## src/rtl/beep_pkg.sv

```systemverilog
// rtl/beep_pkg.sv - shared states, pattern codes and beep counts for beep_sequencer
package beep_pkg;

  typedef enum logic [1:0] {
    IDLE = 2'd0,
    ON   = 2'd1,
    GAP  = 2'd2
  } state_e;

  // Encoding doubles as priority: a larger code wins.
  typedef enum logic [1:0] {
    PAT_NONE   = 2'd0,
    PAT_OK     = 2'd1,
    PAT_CANCEL = 2'd2,
    PAT_ERR    = 2'd3
  } pat_e;

  localparam logic [1:0] OK_BEEPS     = 2'd1;
  localparam logic [1:0] ERR_BEEPS    = 2'd3;
  localparam logic [1:0] CANCEL_BEEPS = 2'd2;

  function automatic pat_e pick_event(input logic ok, input logic err, input logic cancel);
    pat_e p;
    p = PAT_NONE;
    if (ok)     p = PAT_OK;
    if (cancel) p = PAT_CANCEL;
    if (err)    p = PAT_ERR;
    return p;
  endfunction

  function automatic logic [1:0] beeps_of(input pat_e p);
    logic [1:0] n;
    case (p)
      PAT_OK:     n = OK_BEEPS;
      PAT_CANCEL: n = CANCEL_BEEPS;
      PAT_ERR:    n = ERR_BEEPS;
      default:    n = 2'd0;
    endcase
    return n;
  endfunction

endpackage

```

## src/rtl/beep_sequencer_if.sv

```systemverilog
// rtl/beep_sequencer_if.sv - event inputs and buzzer outputs of beep_sequencer
interface beep_sequencer_if;
  logic evt_ok;
  logic evt_err;
  logic evt_cancel;
  logic key;
  logic busy;

  modport master (output evt_ok, evt_err, evt_cancel, input key, busy);
  modport slave  (input evt_ok, evt_err, evt_cancel, output key, busy);
endinterface

```

## src/rtl/beep_sequencer_ms_tick.sv

```systemverilog
// rtl/beep_sequencer_ms_tick.sv - ms prescaler with sync clear, 1-cycle tick every TICK_DIV cycles
module ms_tick #(
  parameter int TICK_DIV = 100000
) (
  input  logic clk,
  input  logic rst,
  input  logic clr_i,
  output logic tick_o
);
  localparam int CW = (TICK_DIV > 1) ? $clog2(TICK_DIV) : 1;
  localparam logic [CW-1:0] LAST = CW'(TICK_DIV - 1);

  logic [CW-1:0] cnt_q;

  always_ff @(posedge clk or posedge rst) begin
    if (rst) begin
      cnt_q <= '0;
    end else if (clr_i || cnt_q == LAST) begin
      cnt_q <= '0;
    end else begin
      cnt_q <= cnt_q + 1'b1;
    end
  end

  assign tick_o = (cnt_q == LAST);
endmodule

```

## src/rtl/beep_sequencer.sv

```systemverilog
// rtl/beep_sequencer.sv - ticket-machine beep pattern sequencer; BEEP_QUEUE_EN adds a one-deep pending event
module beep_sequencer #(
  parameter int TICK_DIV = 100000,
  parameter int SHORT_MS = 100,
  parameter int LONG_MS  = 500,
  parameter int GAP_MS   = 100
) (
  input  logic            clk,
  input  logic            rst,
  beep_sequencer_if.slave bus
);
  import beep_pkg::*;

  localparam int MS_MAX = (LONG_MS > SHORT_MS) ?
                          ((LONG_MS > GAP_MS) ? LONG_MS : GAP_MS) :
                          ((SHORT_MS > GAP_MS) ? SHORT_MS : GAP_MS);
  localparam int MS_W = (MS_MAX > 1) ? $clog2(MS_MAX) : 1;

  state_e          state_q, state_d;
  pat_e            pat_q, pat_d;
  logic [1:0]      left_q, left_d;
  logic [MS_W-1:0] ms_q, ms_d;
  logic            key_q, key_d;
  logic            abort_q, abort_d;
  logic            tick;
  logic            tick_clr;
  pat_e            evt;
  pat_e            start;
  logic [MS_W-1:0] on_last;
`ifdef BEEP_QUEUE_EN
  pat_e            pend_q, pend_d;
`endif

  ms_tick #(.TICK_DIV(TICK_DIV)) u_ms_tick (
    .clk    (clk),
    .rst    (rst),
    .clr_i  (tick_clr),
    .tick_o (tick)
  );

  assign evt     = pick_event(bus.evt_ok, bus.evt_err, bus.evt_cancel);
  assign on_last = (pat_q == PAT_OK) ? MS_W'(LONG_MS - 1) : MS_W'(SHORT_MS - 1);

  always_comb begin
    state_d  = state_q;
    pat_d    = pat_q;
    left_d   = left_q;
    key_d    = key_q;
    abort_d  = abort_q;
    ms_d     = tick ? ms_q + 1'b1 : ms_q;
    tick_clr = 1'b0;
    start    = evt;
`ifdef BEEP_QUEUE_EN
    pend_d   = pend_q;
    if (pend_q > start) start = pend_q;
`endif
    case (state_q)
      IDLE: begin
        tick_clr = 1'b1;
        ms_d     = '0;
        if (start != PAT_NONE) begin
          state_d = ON;
          key_d   = 1'b1;
          pat_d   = start;
          left_d  = beeps_of(start) - 2'd1;
`ifdef BEEP_QUEUE_EN
          pend_d  = PAT_NONE;
`endif
        end
      end
      default: begin
        if (evt == PAT_ERR && pat_q != PAT_ERR) begin
          // Abort via a one-cycle GAP; left=3 so the GAP exit starts err beep one.
          state_d  = GAP;
          key_d    = 1'b0;
          pat_d    = PAT_ERR;
          left_d   = ERR_BEEPS;
          abort_d  = 1'b1;
          tick_clr = 1'b1;
          ms_d     = '0;
        end else begin
`ifdef BEEP_QUEUE_EN
          if (evt > pend_q) pend_d = evt;
`endif
          if (state_q == ON) begin
            if (tick && ms_q == on_last) begin
              state_d  = GAP;
              key_d    = 1'b0;
              tick_clr = 1'b1;
              ms_d     = '0;
            end
          end else if (abort_q || (tick && ms_q == MS_W'(GAP_MS - 1))) begin
            tick_clr = 1'b1;
            ms_d     = '0;
            abort_d  = 1'b0;
            if (left_q != 2'd0) begin
              state_d = ON;
              key_d   = 1'b1;
              left_d  = left_q - 2'd1;
            end else begin
              state_d = IDLE;
              pat_d   = PAT_NONE;
            end
          end
        end
      end
    endcase
  end

  always_ff @(posedge clk or posedge rst) begin
    if (rst) begin
      state_q <= IDLE;
      pat_q   <= PAT_NONE;
      left_q  <= '0;
      ms_q    <= '0;
      key_q   <= 1'b0;
      abort_q <= 1'b0;
    end else begin
      state_q <= state_d;
      pat_q   <= pat_d;
      left_q  <= left_d;
      ms_q    <= ms_d;
      key_q   <= key_d;
      abort_q <= abort_d;
    end
  end

`ifdef BEEP_QUEUE_EN
  always_ff @(posedge clk or posedge rst) begin
    if (rst) begin
      pend_q <= PAT_NONE;
    end else begin
      pend_q <= pend_d;
    end
  end
`endif

  assign bus.key  = key_q;
  assign bus.busy = (state_q != IDLE);
endmodule
```

## src/flat_wrapper.sv

```systemverilog
// flat-port wrapper written by rule: the top's interface ports become plain ports
module beep_sequencer_flat import beep_pkg::*;
#(
  parameter int TICK_DIV = 100000,
  parameter int SHORT_MS = 100,
  parameter int LONG_MS  = 500,
  parameter int GAP_MS   = 100
)
  (clk, rst, bus_evt_ok, bus_evt_err, bus_evt_cancel, bus_key, bus_busy);
  beep_sequencer_if bus_i ();
  input  logic clk;
  input  logic rst;
  input wire logic [$bits(bus_i.evt_ok)-1:0] bus_evt_ok;
  input wire logic [$bits(bus_i.evt_err)-1:0] bus_evt_err;
  input wire logic [$bits(bus_i.evt_cancel)-1:0] bus_evt_cancel;
  output wire logic [$bits(bus_i.key)-1:0] bus_key;
  output wire logic [$bits(bus_i.busy)-1:0] bus_busy;
  assign bus_i.evt_ok = bus_evt_ok;
  assign bus_i.evt_err = bus_evt_err;
  assign bus_i.evt_cancel = bus_evt_cancel;
  assign bus_key = bus_i.key;
  assign bus_busy = bus_i.busy;
  beep_sequencer #(.TICK_DIV(TICK_DIV), .SHORT_MS(SHORT_MS), .LONG_MS(LONG_MS), .GAP_MS(GAP_MS)) u_core (.clk(clk), .rst(rst), .bus(bus_i));
endmodule
```

## config.mk

```make
export PLATFORM = sky130hd
export DESIGN_NAME = beep_sequencer_flat
export DESIGN_NICKNAME = d
export VERILOG_FILES = /design/src/rtl/beep_pkg.sv /design/src/rtl/beep_sequencer_if.sv /design/src/rtl/beep_sequencer_ms_tick.sv /design/src/rtl/beep_sequencer.sv /design/src/flat_wrapper.sv
export SDC_FILE = /design/constraint.sdc
export NUM_CORES = 1
export LEC_CHECK = 0
export CORE_MARGIN = 2
export CORE_UTILIZATION = 50
export CTS_CLUSTER_SIZE = 25
export DETAILED_ROUTE_END_ITERATION = 8
export MAX_ROUTING_LAYER = met4
export PLACE_DENSITY = 0.74
export REMOVE_ABC_BUFFERS = 1
export SLEW_MARGIN = 20
export SYNTH_ARGS = -nofsm -noshare
export SYNTH_HDL_FRONTEND = slang
export SYNTH_HIERARCHICAL = 1
export SYNTH_SLANG_ARGS = --single-unit
```

## constraint.sdc

```tcl
create_clock -name clk -period 5.85 [get_ports clk]
set_clock_uncertainty 0.2 [all_clocks]
set_input_delay 0.585 -clock clk [delete_from_list [all_inputs] [get_ports clk]]
set_output_delay 0.585 -clock clk [all_outputs]
set_load 0.1 [all_outputs]
```

==> impl_metrics.ini, run 1 <==
[status]
status = finished clean

[power]
powerDensity_nw_per_um2 = 399
p_leak_nw = 0.868
power_switching_uw = 313
clockPowerShare = 0.269
sw_frac_of_total = 0.381
p_int_uw = 508
combPwrFrac = 0.365
peakVddDrop_uv = 188
power_frac_seq = 0.366

[place]
hpwl_um = 2360
pre_cts_ws_ns = 2.31
dp.cells = 250
gp_congestion = 0.885
io_buffers = 6

[clock_tree]
cts_tree = done
htree_levels = 2
clockBufferDepth = 2
clock-sinks = 34
numCtsBuffers = 5
cts_hold_buf = 0
ctsResizeCount = 0
post-cts-setup-buffers = 0
clk_pin_slew_ns = 0.06
clk_latency_ns = 0.29
clock-root-buffer = clkbuf_8

[timing]
max_slew.worst_pin.slew_ns = 0.958
hold_viol = 0
slew_violations = 0
fin_setup_tns_ns = 0
slew_headroom = 0.359
timing.final.crit_share = 0.604
timing.final.crit_period_ns = 3.53
setup_slack_ns = 2.32
max_freq_ghz = 0.283
setup_violations = 0
rsz0062_at_grt = false

[global_routing]
grt_usage = 0.189
grt_max_degree = 18
grt_overflow = 0
grt_first_pass_wirelength_um = 5740
antenna_found_initial = 0
grt_pass1_vias = 1261

[final_layout]
final_util = 0.571
synthToLayoutAreaGrowth_pct = 10.9
finalNonFillerCells = 257
drive_above_1_share = 0.0622
fillers = 322
fin_nets = 219
n_antenna_cell = 0

[job]
maxCapViolations = 0

[routing]
viasPerCell = 5.39
drt_pass1_iterations = 4
first_iter_violations = 128
wl_um = 3330
avgRoutedWirePerCell_um = 13.0
vias = 1386
postRouteAntennaNets = 0
drc = 0

[synth]
synthCells = 199
ys_warn_count = 6
async_flop_share = 1.00
synth_edf_count = 0
synthAdderAreaFrac = 0.0337
synth.ff_latch_count = 34
synth_ff_type = dfrtp_1
synthesis.area_um2 = 1860
post-synth-top-area-cell = dfrtp_1
ys_seq_area_frac = 0.458
yosys.area_share.simple = 0.237
synth_xor_area_frac = 0.104
synth_top_family_by_area = simple AND/OR/NAND/NOR gates
synth_compound_area_frac = 0.108
synth.area.mux_share = 0.0108
netlist_top_cells_area = dfrtp_1 (46%), xnor2_1 (8.5%), nor2_1 (7.7%)
syn-mean-instance-area_um2 = 9.33
synth_top_area_share = 0.458
synth.distinct_cells = 42

[die]
ios = 7
chipHeight_um = 64.9
start_util = 0.515
die_w_um = 64.9
coreArea_um2 = 3610
row_count = 22
die_area_um2 = 4220

[worst_setup_path]
critPathKind = reg2reg
end_kind = flop
worstPathRequired_ns = 5.80
cp-start-kind = flop
critPathArrivalTime_ns = 3.48
path_max_fanout = 16

[min_path]
holdCritPathClass = reg2reg
## area by class of cell
type | count | area, um2 | area share
clock inverters | 1 | 30.0 | 0.0146
repair buffers | 6 | 60.1 | 0.0292
multi-input cells | 146 | 916 | 0.445
inverters | 16 | 60.1 | 0.0292
well taps | 48 | 60.1 | 0.0292
flip-flops and latches | 34 | 851 | 0.413
clock buffers | 6 | 82.6 | 0.0401
## per-layer routing
layer,track usage,vias up,share of wire
met1,0.225,653,0.47
met4,0.0878,0,0.014
met3,0.0677,4,0.038
met5,-,-,0
met2,0.286,22,0.48
li1,-,707,-
## Yosys cell counts (all sizes together), types with 5 or more instances
library cell and n:
a21oi 5, dfrtp 34, ha 5, inv 16
nand2 11, nand3 7, nand4 7, nor2 38
nor3 6, nor4 5, o21ai 6, xnor2 18
## power by group through the flow
stage | clock network [mW] | registers, mW | logic, mW
2_1_floorplan | 0 | 0.323 | 0.216
3_3_place_gp | 0 | 0.304 | 0.298
3_5_place_dp | 0 | 0.305 | 0.300
4_1_cts | 0.228 | 0.301 | 0.301
5_1_grt | 0.239 | 0.304 | 0.331
6_report | 0.221 | 0.301 | 0.299
## flip-flops by register name (all words and copies together), names as in the netlist
name / count
u_core/abort_q: 1
u_core/bus.key: 1
u_core/left_q: 2
u_core/ms_q: 9
u_core/pat_q: 2
u_core/state_q: 2
u_core/u_ms_tick/cnt_q: 17
## per-stage QoR
stage	cell area, um2	hold WS [ns]	total power [mW]
after floorplan	1830	0.255	0.539
after global placement	1950	0.277	0.603
after detailed placement	1950	0.280	0.605
after CTS	2060	0.287	0.830
after global routing	2060	0.307	0.874
final	2060	0.284	0.821
## cell usage in the layout, fill, tap and decap left out, types with 2 or more instances in the layout
master,instances
nor2_1,38
nand3_1,7
o21ai_1,2
and3_1,4
mux2i_1,2
o21ai_0,4
and2_1,2
a21boi_1,2
or4bb_1,2
o21a_1,3
xor2_1,4
a21oi_1,5
nand4_1,6
xnor2_1,18
a211o_1,2
inv_1,15
clkdlybuf4s50_1,6
o22ai_1,2
dfrtp_1,34
nor3_1,6
nand2_1,11
ha_1,5
nor4_1,4
clkbuf_8,6
## final timing paths
path	startpoint	to	slack [ns]	depth (start not counted)
min reg2reg	u_core/u_ms_tick/cnt_q[0]	u_core/u_ms_tick/cnt_q[0]	0.28	1
min in group asynchronous	rst	u_core/u_ms_tick/cnt_q[3]	0.49	2
max in group asynchronous	rst	u_core/u_ms_tick/cnt_q[10]	4.55	2
min	u_core/u_ms_tick/cnt_q[0]	u_core/u_ms_tick/cnt_q[0]	0.28	1
max	u_core/u_ms_tick/cnt_q[8]	u_core/u_ms_tick/cnt_q[10]	2.32	7
max reg2reg	u_core/u_ms_tick/cnt_q[8]	u_core/u_ms_tick/cnt_q[10]	2.32	7
## worst max-delay path, cell delays in order (launching register included)
cell and delay (ns):
dfrtp_1 0.43, or4b_1 0.55, nor4_2 0.56, and2_2 0.30, a41o_1 0.29, o32a_1 0.43
or2_1 0.52, nor2_1 0.11
## cells by family (layout without fill, tap and decap cells)
| logic type | after synthesis | after routing |
|---|---|---|
| AND/OR/NAND/NOR | 88 | 88 |
| flip-flops | 34 | 34 |
| AO/OA/AOI/OAI | 29 | 29 |
| XOR/XNOR | 22 | 22 |
| buffers and inverters | 19 | 29 |
| adder cells (fa/ha/maj) | 5 | 5 |
| multiplexers | 2 | 2 |
Power figures use the tool's default switching activity.
==> inputs of run 2 (changes only) <==
Clock period 5.85 ns to 3.6 ns, I/O delays scaled along.
==> impl_metrics.ini, run 2 (synthesis gave the netlist of run 1 again) <==
[timing]
slew_violations = 0
timing.final.crit_period_ns = 2.97
setup_violations = 0
fin_setup_tns_ns = 0
rsz0062_at_grt = false
timing.final.crit_share = 0.826
max_slew.worst_pin.slew_ns = 0.958
hold_viol = 0
fin_hold_ws_ns = 0.283
max_freq_ghz = 0.336
slew_headroom = 0.359

[global_routing]
grt_max_degree = 18
grt_usage = 0.191
grt_first_pass_wirelength_um = 6080
grt_overflow = 0
antenna_found_initial = 0
grt_pass1_vias = 1399

[routing]
first_iter_violations = 114
avgRoutedWirePerCell_um = 13.0
wl_um = 3360
vias = 1413
drt_pass1_iterations = 4
viasPerCell = 5.46
postRouteAntennaNets = 0
drc = 0

[power]
p_int_uw = 747
power_switching_uw = 504
clockPowerShare = 0.204
p_leak_nw = 0.859
sw_frac_of_total = 0.403
powerDensity_nw_per_um2 = 614
peakVddDrop_uv = 300
combPwrFrac = 0.405
power_frac_seq = 0.391
power_mw = 1.25

[clock_tree]
clock-sinks = 34
numCtsBuffers = 5
cts_tree = done
clk_pin_slew_ns = 0.07
post-cts-setup-buffers = 0
cts_hold_buf = 0
clockBufferDepth = 2
htree_levels = 2
clock-root-buffer = clkbuf_8
ctsResizeCount = 0
clk_latency_ns = 0.28

[min_path]
holdCritPathClass = in2async

[die]
coreArea_um2 = 3610
start_util = 0.515
die_w_um = 64.9
row_count = 22
die_area_um2 = 4220
chipHeight_um = 64.9
ios = 7

[worst_setup_path]
cp-start-kind = flop
cp-startpoint = u_core/u_ms_tick/cnt_q[5]
end_kind = flop
cp_num_cells = 8
critPathArrivalTime_ns = 2.92
crit_path_top_delay_cell = or4b_1
cp_num_buf_inv = 1
crit_chain = or4b_1 > nor4_2 > buf_4 > and2_2 > a41o_1 > o32a_1 > or2_1 > nor2_1
worstPathRequired_ns = 3.55
critPathKind = reg2reg
slowest_delay_ns = 0.53
worst-r2r-cell-count = 8
r2r-start = u_core/u_ms_tick/cnt_q[5]
crit_family = simple AND/OR/NAND/NOR gates
path_max_fanout = 16

[place]
io_buffers = 6
hpwl_um = 2420
gp_congestion = 0.864

[final_layout]
layout_common_cells = nor2_1 (38), dfrtp_1 (34), xnor2_1 (18)
top_register = u_core/u_ms_tick/cnt_q
n_antenna_cell = 0
top_regs = u_core/u_ms_tick/cnt_q x17, u_core/ms_q x9
fillers = 336
multi_input_area_um2 = 916
largest_register_ffs = 17
final-seq-area_um2 = 851
final_common_cell = nor2_1
fin_nets = 221
synthToLayoutAreaGrowth_pct = 9.64
drive_above_1_share = 0.0664

[job]
maxCapViolations = 0

[status]
status = finished clean
run 2: cell count changes in the layout (fill, tap and decap cells not counted):
cell,previous run,this run
bufinv_16,1,0
clkdlybuf4s50_1,6,5
clkbuf_1,0,2
clkbuf_8,6,5
buf_4,0,3
run 2: power groups by stage:
stage / Combinational [mW] / Sequential (mW) / Clock (mW)
finish: 0.506 / 0.490 / 0.255
floorplan: 0.351 / 0.525 / 0
CTS: 0.510 / 0.490 / 0.263
global route: 0.568 / 0.501 / 0.277
detailed placement: 0.509 / 0.497 / 0
global placement: 0.500 / 0.494 / 0
run 2: layout make-up:
| class | instances | area share |
|---|---|---|
| Clock buffer | 7 | 0.0375 |
| Inverter | 16 | 0.0295 |
| Multi-Input combinational cell | 146 | 0.450 |
| Sequential cell | 34 | 0.418 |
| Tap cell | 48 | 0.0295 |
| Timing Repair Buffer | 8 | 0.0356 |
run 2: metrics by stage:
| step | utilization | cells | area, um2 | setup WS (ns) |
|---|---|---|---|---|
| floorplan | - | 196 | 1830 | 0.523 |
| global placement | 0.543 | 252 | 1960 | 0.621 |
| finish | 0.565 | 259 | 2040 | 0.627 |
| CTS | 0.565 | 259 | 2040 | 0.615 |
| detailed placement | 0.543 | 252 | 1960 | 0.622 |
| global route | 0.565 | 259 | 2040 | 0.335 |
run 2: worst paths after layout:
path / endpoint / slack [ns]
setup / recovery: u_core/u_ms_tick/cnt_q[3] / 0.63
setup reg to reg: u_core/u_ms_tick/cnt_q[3] / 0.63
min in group clk: u_core/u_ms_tick/cnt_q[0] / 0.29
hold reg to reg: u_core/u_ms_tick/cnt_q[0] / 0.29
hold / removal: u_core/bus.key / 0.28
max in group asynchronous: u_core/u_ms_tick/cnt_q[8] / 2.51
run 2: per-layer routing:
metal	wire length, um	GRT usage	vias to the layer above
met5	0	-	-
met4	43	0.0638	0
met3	96	0.0469	7
met2	1640	0.317	18
met1	1570	0.227	681
li1	-	-	707
